==> src/rtl/pwm_multi_breathe.sv <==
// Multi-channel LED PWM controller: per-channel OFF / FIXED / BREATHE / BLINK modes,
// runtime configuration over a valid/ready port, duty changes applied only at period boundaries.
module pwm_multi_breathe #(
  parameter int CHANNELS    = 4,
  parameter int PWM_WIDTH   = 10,
  parameter int STEP_DIV    = 65536,
  parameter int BLINK_TICKS = 256
) (
  input  logic                 aclk,
  input  logic                 reset,
  input  logic                 cfg_valid,
  output logic                 cfg_ready,
  input  logic [3:0]           cfg_channel,
  input  logic [1:0]           cfg_mode,
  input  logic [PWM_WIDTH-1:0] cfg_level,
  output logic [CHANNELS-1:0]  out_pwm
);

  localparam int SW = $clog2(STEP_DIV);
  localparam int BW = (BLINK_TICKS > 1) ? $clog2(BLINK_TICKS) : 1;

  typedef enum logic [1:0] {
    MODE_OFF     = 2'd0,
    MODE_FIXED   = 2'd1,
    MODE_BREATHE = 2'd2,
    MODE_BLINK   = 2'd3
  } mode_e;

  logic [PWM_WIDTH-1:0] pwm_cnt_q, pwm_cnt_d;
  logic [SW-1:0]        step_cnt_q, step_cnt_d;
  logic                 cfg_ready_q;
  logic [CHANNELS-1:0]  out_pwm_q, out_pwm_d;
  logic [CHANNELS-1:0]  down_q, down_d;
  logic [CHANNELS-1:0]  phase_q, phase_d;
  mode_e                mode_q   [CHANNELS];
  mode_e                mode_d   [CHANNELS];
  logic [PWM_WIDTH-1:0] level_q  [CHANNELS];
  logic [PWM_WIDTH-1:0] level_d  [CHANNELS];
  logic [PWM_WIDTH-1:0] target_q [CHANNELS];
  logic [PWM_WIDTH-1:0] target_d [CHANNELS];
  logic [PWM_WIDTH-1:0] active_q [CHANNELS];
  logic [PWM_WIDTH-1:0] active_d [CHANNELS];
  logic [BW-1:0]        bcnt_q   [CHANNELS];
  logic [BW-1:0]        bcnt_d   [CHANNELS];

  logic step_tick;
  logic boundary;
  logic new_phase;

  assign step_tick = (step_cnt_q == SW'(STEP_DIV - 1));
  assign boundary  = (pwm_cnt_q == '1);
  assign cfg_ready = cfg_ready_q;
  assign out_pwm   = out_pwm_q;

  always_comb begin
    // NOTE: every comb output gets a default first so no path can infer a latch.
    pwm_cnt_d  = pwm_cnt_q + 1'b1;
    step_cnt_d = step_tick ? '0 : step_cnt_q + 1'b1;
    out_pwm_d  = out_pwm_q;
    down_d     = down_q;
    phase_d    = phase_q;
    mode_d     = mode_q;
    level_d    = level_q;
    target_d   = target_q;
    active_d   = active_q;
    bcnt_d     = bcnt_q;
    new_phase  = 1'b0;

    for (int i = 0; i < CHANNELS; i++) begin
      out_pwm_d[i] = (pwm_cnt_q < active_q[i]);
      // Shadow copy sees the pre-tick target when a tick lands on the boundary.
      if (boundary) active_d[i] = target_q[i];

      if (cfg_valid && cfg_ready_q && (cfg_channel == 4'(i))) begin
        mode_d[i]  = mode_e'(cfg_mode);
        level_d[i] = cfg_level;
        unique case (mode_e'(cfg_mode))
          MODE_OFF:     target_d[i] = '0;
          MODE_FIXED:   target_d[i] = cfg_level;
          MODE_BREATHE: begin
            target_d[i] = '0;
            down_d[i]   = 1'b0;
          end
          MODE_BLINK:   begin
            target_d[i] = cfg_level;
            phase_d[i]  = 1'b1;
            bcnt_d[i]   = '0;
          end
        endcase
      end else if (step_tick) begin
        unique case (mode_q[i])
          MODE_BREATHE: begin
            if (!down_q[i]) begin
              if (target_q[i] >= level_q[i]) begin
                down_d[i] = 1'b1;
                if (target_q[i] != '0) target_d[i] = target_q[i] - 1'b1;
              end else begin
                target_d[i] = target_q[i] + 1'b1;
              end
            end else if (target_q[i] == '0) begin
              down_d[i] = 1'b0;
              if (level_q[i] != '0) target_d[i] = PWM_WIDTH'(1);
            end else begin
              target_d[i] = target_q[i] - 1'b1;
            end
          end
          MODE_BLINK: begin
            new_phase = phase_q[i];
            if (bcnt_q[i] == BW'(BLINK_TICKS - 1)) begin
              bcnt_d[i] = '0;
              new_phase = ~phase_q[i];
            end else begin
              bcnt_d[i] = bcnt_q[i] + 1'b1;
            end
            phase_d[i]  = new_phase;
            target_d[i] = new_phase ? level_q[i] : '0;
          end
          default: ;
        endcase
      end
    end
  end

  always_ff @(posedge aclk) begin
    // NOTE: the per-channel arrays are real control state, not a RAM, so they are
    // reset along with everything else.
    if (reset) begin
      pwm_cnt_q   <= '0;
      step_cnt_q  <= '0;
      cfg_ready_q <= 1'b0;
      out_pwm_q   <= '0;
      down_q      <= '0;
      phase_q     <= '0;
      mode_q      <= '{default: MODE_OFF};
      level_q     <= '{default: '0};
      target_q    <= '{default: '0};
      active_q    <= '{default: '0};
      bcnt_q      <= '{default: '0};
    end else begin
      // NOTE: non-blocking assignments so every flop samples pre-edge values.
      pwm_cnt_q   <= pwm_cnt_d;
      step_cnt_q  <= step_cnt_d;
      cfg_ready_q <= 1'b1;
      out_pwm_q   <= out_pwm_d;
      down_q      <= down_d;
      phase_q     <= phase_d;
      mode_q      <= mode_d;
      level_q     <= level_d;
      target_q    <= target_d;
      active_q    <= active_d;
      bcnt_q      <= bcnt_d;
    end
  end

endmodule

==> config.mk <==
export PLATFORM = sky130hd
export DESIGN_NAME = pwm_multi_breathe
export DESIGN_NICKNAME = d
export VERILOG_FILES = /design/src/rtl/pwm_multi_breathe.sv
export SDC_FILE = /design/constraint.sdc
export NUM_CORES = 1
export LEC_CHECK = 0
export CAP_MARGIN = 25
export CORE_UTILIZATION = 45
export CTS_CLUSTER_SIZE = 14
export DETAILED_ROUTE_END_ITERATION = 6
export PLACE_DENSITY_LB_ADDON = 0.2
export SLEW_MARGIN = 40
export SYNTH_ARGS = -nofsm -noshare
export SYNTH_HDL_FRONTEND = slang
export SYNTH_SLANG_ARGS = --single-unit
==> constraint.sdc <==
create_clock -name aclk -period 4.2 [get_ports aclk]
set_input_delay 0.63 -clock aclk [delete_from_list [all_inputs] [get_ports aclk]]
set_output_delay 0.63 -clock aclk [all_outputs]
set_load 0.02 [all_outputs]
==> metrics.csv, run 1 <==
stage;metric;value;unit
status;outcome;complete, but fails checks;
status;failing checks;DRC;
logic_synthesis;sequential element share of the synthesized area;32.9;%
drt;metal2 WL;16000;um
floorplanning;Die Y;166;um
final_layout;Core Util, Final;50.4;%
sta;Slew Viols, Final;0;
final_layout;post-route cell area;13200;um^2
setup_path;Req. time, crit path;4560;ps
power;Clock power frac;42.9;%
final_layout;fillers;2592;
global_routing;Total GRT Usage;26.9;%
logic_synthesis;top_reg_cell synth;dfxtp_1;
logic_synthesis;mux cell area share after synthesis;1.11;%
placed_design;placed cell area;12600;um^2
cts;Longest Clk Path Bufs;2;
floorplanning;row count;59;
power;Logic pwr share;9.2;%
floorplanning;# IOs;24;
sta;RSZ-0062 raised after global routing;no;
cts;Worst-Skew Late Latency;450;ps
placed_design;DP HPWL;25400;um
sta;PnR worst setup slack;999;ps
global_routing;largest net degree at the start of global routing;184;
sta;Slew HR;42.6;%
cts;CTS buffer count;17;
logic_synthesis;Gate Count Post-Synth;1606;
cts;Worst-path clk slew;80;ps
logic_synthesis;Async SR Flop Fraction;0;%
setup_path;CP startpoint;step_cnt_q[0];
sta;Tmin final;3200;ps
power;VDD IR max;0.255;mV
drt;met3 routed wirelength;2830;um
logic_synthesis;synth warn;0;
setup_path;CP Launch Type;flop;
placed_design;pre-CTS setup slack;876;ps
power;Power Total;4.01;mW
setup_path;arrival time of the worst setup path;3560;ps
drt;Vias per Instance;6.09;
logic_synthesis;mean post-synth cell area;7.53;um^2
logic_synthesis;Synth Area in Adders;9.31;%
floorplanning;die area;27500;um^2
logic_synthesis;synthesized area;12100;um^2
sta;f_max;312;MHz
cts;CTS tree;done;
setup_path;critical path type;flop to flop;
setup_path;worst-path maximum fanout;9;
power;Lkg Pwr;4.79;nW
sta;period utilisation layout;76.2;%
logic_synthesis;Synth area leader;dfxtp_1;
cts;post-CTS sizing;0;
final_layout;Post-Layout Cell Count;1941;
logic_synthesis;synthesized net count;1715;
global_routing;first-pass GRT wire length;59100;um
setup_path;cell repeated most along the worst path;nand2_1;
min_path;Hold Path Class;flop to flop;
power;Int Pwr;2.91;mW
sta;Slew @ Worst Pin;853;ps
logic_synthesis;Synth Area in Compound Gates;22.9;%
final_layout;Area growth syn-to-layout;9.24;%
logic_synthesis;Synth Area in XOR/XNOR;2.10;%
final_layout;Nets;1701;
placed_design;Port Buffers;23;
sta;Hold Slack;455;ps
drt;max layer used;met4;
logic_synthesis;Distinct cells, synth;76;
drt;Final ANT Viol Nets;0;
power;Net Sw Power;1.11;mW
global_routing;Congestion Overflow GR;0;
setup_path;Crit-path slowest cell;a21boi_0;
drt;DRT iter0 DRCs;1323;
logic_synthesis;number of synthesized flops with an enable pin;0;
setup_path;R2R depth;8;
cts;htree depth;4;
global_routing;initial antenna violation count;1;
logic_synthesis;main combinational cell family by area after synthesis;simple AND/OR/NAND/NOR gates;
min_path;hold endpoint;active_q[25];
drt;M1 wire length;16500;um
drt;vias post-DR;11800;
setup_path;Setup crit end kind;flop;
logic_synthesis;Yosys reg bits;199;
sta;Final setup viols;0;
min_path;worst hold path stage count;2;
sta;Sum Neg Setup Slack;0;ps
drt;total routed wirelength;36600;um
setup_path;R2R Path End;target_q[9];
floorplanning;Initial Util;46.1;%
floorplanning;Placeable Area;26200;um^2
logic_synthesis;Synth Area in Simple Gates;25.9;%
cts;Post-CTS Repair Setup Buffers;0;
logic_synthesis;top cell type's share of synthesized area;32.9;%
setup_path;Worst path max stage delay;710;ps
cts;TritonCTS sink count;199;
cts;CTS root buf;clkbuf_16;
job;Max-cap violations;0;
logic_synthesis;Synth area leaders;dfxtp_1 (33%), ha_1 (9.3%), nand2_1 (8.6%), a21oi_1 (8.2%), nor2_1 (3.3%);
global_routing;vias in the first global route;10800;
drt;Remaining DRCs;2;
sta;Final Hold Viols;0;
placed_design;placer congestion estimate;0.943;
sta;Worst Skew;13.5;ps
power;Power Dens Cells;304;nW/um^2
setup_path;R2R Path Start;step_cnt_q[0];
drt;drt first pass iters;7;
final_layout;layout cells sized above 1;5.11;%
power;switching share of power;27.6;%
cts;hold-fix buffers at CTS;0;
power;Flop pwr share;47.9;%
floorplanning;die width;166;um
drt;routed len/inst;18.8;um
placed_design;placed cells;1908;
setup_path;crit-path cells;ha_1 > nand3_1 > nor3_1 > and3_1 > nand2_1 > a21boi_0 > nand2_1 > o32ai_1;
setup_path;r2r setup slk;1000;ps
min_path;hold path startpoint;active_q[25];
## worst max-delay path by stage
stage,depth (start not counted),endpoint
2_1_floorplan,11,target_q[28]
3_3_place_gp,7,target_q[16]
3_5_place_dp,7,target_q[16]
4_1_cts,9,target_q[24]
5_1_grt,8,target_q[5]
6_report,8,target_q[9]
## kinds of logic after synthesis
kind of cell | after synthesis
simple gates | 660
compound gates | 437
flops | 199
buf+inv | 178
fa+ha+maj | 90
xor+xnor | 29
mux | 13
## cell usage after synthesis (4+ instances only)
cell         n
and3_1      34
nand3b_1    12
buf_1        9
o21ai_0     55
a21boi_0     5
clkbuf_1    55
o221ai_1     5
or2_2        6
a221o_1      6
or3b_2       5
buf_2        5
o31a_1       6
a32oi_1      5
or3_1       18
a31oi_1     33
o21a_1       8
a221oi_1     8
nand2b_1     9
inv_1      105
a21o_1      20
nor4_1      18
xor2_1      17
nor3_1      44
a211oi_1    11
xnor2_1     12
a21oi_1    198
nand4_1     31
a211o_1     12
o41ai_1      8
o32ai_1      6
dfxtp_1    199
mux2i_1     10
o2111ai_1    8
or4_1       17
nand2_1    278
nor2_1     106
nand3_1     57
and4_1       4
and2_1       7
a311oi_1     4
ha_1        90
## power by group through the flow
stage	registers, mW	logic (mW)	clock network, mW
6_report	1.92	0.371	1.72
3_5_place_dp	1.97	0.362	0
5_1_grt	1.92	0.403	1.83
2_1_floorplan	1.96	0.242	0
4_1_cts	1.92	0.366	1.75
3_3_place_gp	1.97	0.360	0
## metal layers
| layer | up-vias | global-route usage [%] |
|---|---|---|
| met5 | - | 0 |
| met4 | 0 | 10.7 |
| met3 | 79 | 4.72 |
| met2 | 435 | 40.9 |
| met1 | 5549 | 37.4 |
| li1 | 5763 | - |
## placed cells by master, fill, tap and decap left out, types with 15 or more instances in the layout
cell type and count:
nor2_1 105, a21oi_1 197, dfxtp_1 199, nand3_1 57, a21o_1 20, nor3_1 43
ha_1 90, nor4_1 18, or4_1 17, clkdlybuf4s50_1 22, and3_1 34, buf_4 15
o21ai_0 55, or3_1 18, a31oi_1 32, xor2_1 17, nand4_1 31, inv_1 105
clkbuf_16 17, nand2_1 278
## worst max-delay path, delay by kind of cell (launching register included)
family / cells / cell delay (ps)
AND/OR/NAND/NOR: 5 / 1670
AO/OA/AOI/OAI: 2 / 850
flip-flops: 1 / 380
adder cells (fa/ha/maj): 1 / 200
## registers in the layout (all words and copies together) (netlist names)
| signal | flops |
|---|---|
| active_q | 40 |
| out_pwm | 4 |
| pwm_cnt_q | 10 |
| bcnt_q | 32 |
| target_q | 40 |
| cfg_ready | 1 |
| down_q | 4 |
| level_q | 40 |
| phase_q | 4 |
| step_cnt_q | 16 |
| mode_q | 8 |
## layout make-up
type / count / area (um^2) / share of cell area [%]
clock buffers: 17 / 425 / 3.22
flip-flops and latches: 199 / 3980 / 30.2
clock inverters: 15 / 179 / 1.35
repair buffers: 39 / 364 / 2.76
well taps: 335 / 419 / 3.17
multi-input cells: 1229 / 7440 / 56.3
diodes: 1 / 2.50 / 0.0189
inverters: 106 / 398 / 3.01
No activity file was read; power rests on OpenSTA's default activity.
==> inputs of run 2 (changes only) <==
Clock period 4.2 ns to 2.6 ns, I/O delays scaled along.
==> run 2 against run 1 <==
- the run ends with setup timing left
- global-route usage grew 1.1 points
- cell count grew 8.5%
- non-clock buffer count grew 166
- sequential share of layout area shrank 3.2 points
- largest cell class unchanged
- power grew 66%
- largest power group unchanged
- first-iteration DRC count shrank 9.1%
- clock power grew 62%
- wire length grew 6.2%
- clock-buffer cell count is the same
- maximum frequency grew 22%
- clock skew grew 9.4 ps
==> metrics.csv, run 2 (same netlist as run 1, synthesis figures left out) <==
stage;metric;value;unit;change
floorplanning;die width;166;um;unchanged
floorplanning;row count;59;;unchanged
power;Power Total;6.66;mW;was 4.01 mW
status;outcome;complete, but fails checks;;unchanged
drt;vias post-DR;12700;;was 11800
sta;Worst Skew;22.9;ps;was 13.5 ps
global_routing;Congestion Overflow GR;0;;unchanged
setup_path;CP Launch Type;flop;;unchanged
min_path;hold path startpoint;reset;;was active_q[25]
min_path;Hold Path Class;input pin to flop;;was flop to flop
final_layout;layout cells sized above 1;16.3;%;was 5.11%
drt;Vias per Instance;6.01;;was 6.09
global_routing;initial antenna violation count;0;;was 1
global_routing;largest net degree at the start of global routing;57;;was 184
final_layout;largest registers;active_q x40, level_q x40, target_q x40;;unchanged
setup_path;R2R Path Start;target_q[20];;was step_cnt_q[0]
job;Max-cap violations;0;;unchanged
global_routing;Total GRT Usage;28.0;%;was 26.9%
cts;TritonCTS sink count;199;;unchanged
placed_design;DP HPWL;28600;um;was 25400 um
floorplanning;# IOs;24;;unchanged
setup_path;worst-path maximum fanout;6;;was 9
final_layout;post-route cell area;14800;um^2;was 13200 um^2
power;VDD IR max;0.353;mV;was 0.255 mV
min_path;hold endpoint;step_cnt_q[8];;was active_q[25]
setup_path;R2R Path End;target_q[29];;was target_q[9]
placed_design;placed cell area;13800;um^2;was 12600 um^2
sta;Slew Viols, Final;0;;unchanged
final_layout;most frequent cells in the layout;nand2_1 (278), a21oi_1 (194), dfxtp_1 (193);;was nand2_1 (278), dfxtp_1 (199), a21oi_1 (197)
sta;Final setup viols;1;;was 0
global_routing;vias in the first global route;11700;;was 10800
setup_path;R2R depth;11;;was 8
setup_path;Req. time, crit path;2940;ps;was 4560 ps
placed_design;Port Buffers;23;;unchanged
sta;Slew @ Worst Pin;615;ps;was 853 ps
final_layout;Nets;1867;;was 1701
cts;Worst-path clk slew;90;ps;was 80 ps
floorplanning;die area;27500;um^2;unchanged
drt;DRT iter0 DRCs;1202;;was 1323
cts;CTS root buf;clkbuf_16;;unchanged
sta;PnR worst setup slack;-28.2;ps;was 999 ps
setup_path;critical path type;flop to flop;;unchanged
power;Lkg Pwr;5.74;nW;was 4.79 nW
sta;Tmin final;2630;ps;was 3200 ps
cts;CTS buffer count;17;;unchanged
placed_design;placer congestion estimate;0.968;;was 0.943
cts;htree depth;4;;unchanged
floorplanning;Initial Util;46.1;%;unchanged
min_path;worst hold path stage count;2;;unchanged
floorplanning;Die Y;166;um;unchanged
cts;CTS tree;done;;unchanged
status;failing checks;setup timing;;was DRC
final_layout;# diodes;0;;was 1
global_routing;first-pass GRT wire length;61700;um;was 59100 um
setup_path;Setup crit end kind;flop;;unchanged
final_layout;Area growth syn-to-layout;22.3;%;was 9.24%
sta;Final Hold Viols;0;;unchanged
sta;Slew HR;59.0;%;was 42.6%
setup_path;arrival time of the worst setup path;2970;ps;was 3560 ps
drt;Remaining DRCs;0;;was 2
cts;Worst-Skew Late Latency;450;ps;about the same
drt;Final ANT Viol Nets;0;;unchanged
drt;routed len/inst;18.4;um;was 18.8 um
sta;f_max;380;MHz;was 312 MHz
cts;Longest Clk Path Bufs;2;;unchanged
sta;period utilisation layout;101;%;was 76.2%
drt;drt first pass iters;6;;was 7
power;Power Dens Cells;450;nW/um^2;was 304 nW/um^2
setup_path;r2r setup slk;-30;ps;was 1000 ps
floorplanning;Placeable Area;26200;um^2;unchanged
final_layout;most common cell after layout, fill and taps aside;nand2_1;;unchanged
drt;total routed wirelength;38800;um;was 36600 um
sta;RSZ-0062 raised after global routing;yes;;was no
-- run 2: metal layers --
| layer | GRT usage, % | vias to the layer above | wire [um] |
|---|---|---|---|
| met5 | 0 | - | 0 |
| met2 | 44.7 | 480 | 17300 |
| li1 | - | 6091 | - |
| met3 | 3.15 | 102 | 2440 |
| met4 | 14.0 | 0 | 1750 |
| met1 | 37.4 | 5990 | 17300 |
-- run 2: power breakdown --
group	internal, mW	total [mW]	switching [mW]
Combinational	0.351	0.771	0.420
Clock	1.33	2.79	1.46
Sequential	3.07	3.09	0.0244
-- run 2: final cells by class --
class	instances	area [um^2]
clock buffers	17	425
clock inverters	15	196
fillers	2427	11400
inverters	106	400
multi-input cells	1229	7690
flip-flops and latches	199	3990
well taps	335	419
repair buffers	205	1660
-- run 2: metrics by stage --
| stage | cells | utilization, % | worst slack, ps | hold WS (ps) | setup TNS, ps |
|---|---|---|---|---|---|
| 2_1_floorplan | 1606 | - | -144 | 426 | -274 |
| 3_3_place_gp | 2065 | 52.8 | -86.9 | 443 | -1020 |
| 3_5_place_dp | 2065 | 52.8 | -122 | 450 | -1610 |
| 4_1_cts | 2100 | 55.4 | 5.91 | 332 | 0 |
| 5_1_grt | 2106 | 56.4 | -90.5 | 338 | -284 |
| 6_report | 2106 | 56.4 | -28.2 | 341 | -28.2 |
-- run 2: critical path: stages (launching register included) --
cell       delay (ps)
dfxtp_2           360
inv_4              40
ha_1              270
nand2b_4          150
a2111oi_4         420
o41a_1            210
buf_4             130
a21oi_4            50
o31a_4            320
buf_4             160
a32o_1            260
a21o_1            150
-- run 2: worst max path at each step --
stage / from / endpoint / slack [ps] / cells after the start
detailed placement: target_q[20] / target_q[24] / -120 / 9
finish: target_q[20] / target_q[29] / -30 / 11
global placement: cfg_channel[3] / target_q[9] / -90 / 8
global route: target_q[20] / target_q[29] / -90 / 11
floorplan: target_q[20] / target_q[26] / -140 / 11
CTS: target_q[21] / target_q[26] / 6 / 9
-- run 2: repair_timing --
item,4_1_cts,5_1_grt
endpoints found under the setup margin,11,43
hold buffers,0,0
pin swaps,4,14
setup buffers,3,6
gates resized for setup,9,46
endpoints found under the hold margin,0,0
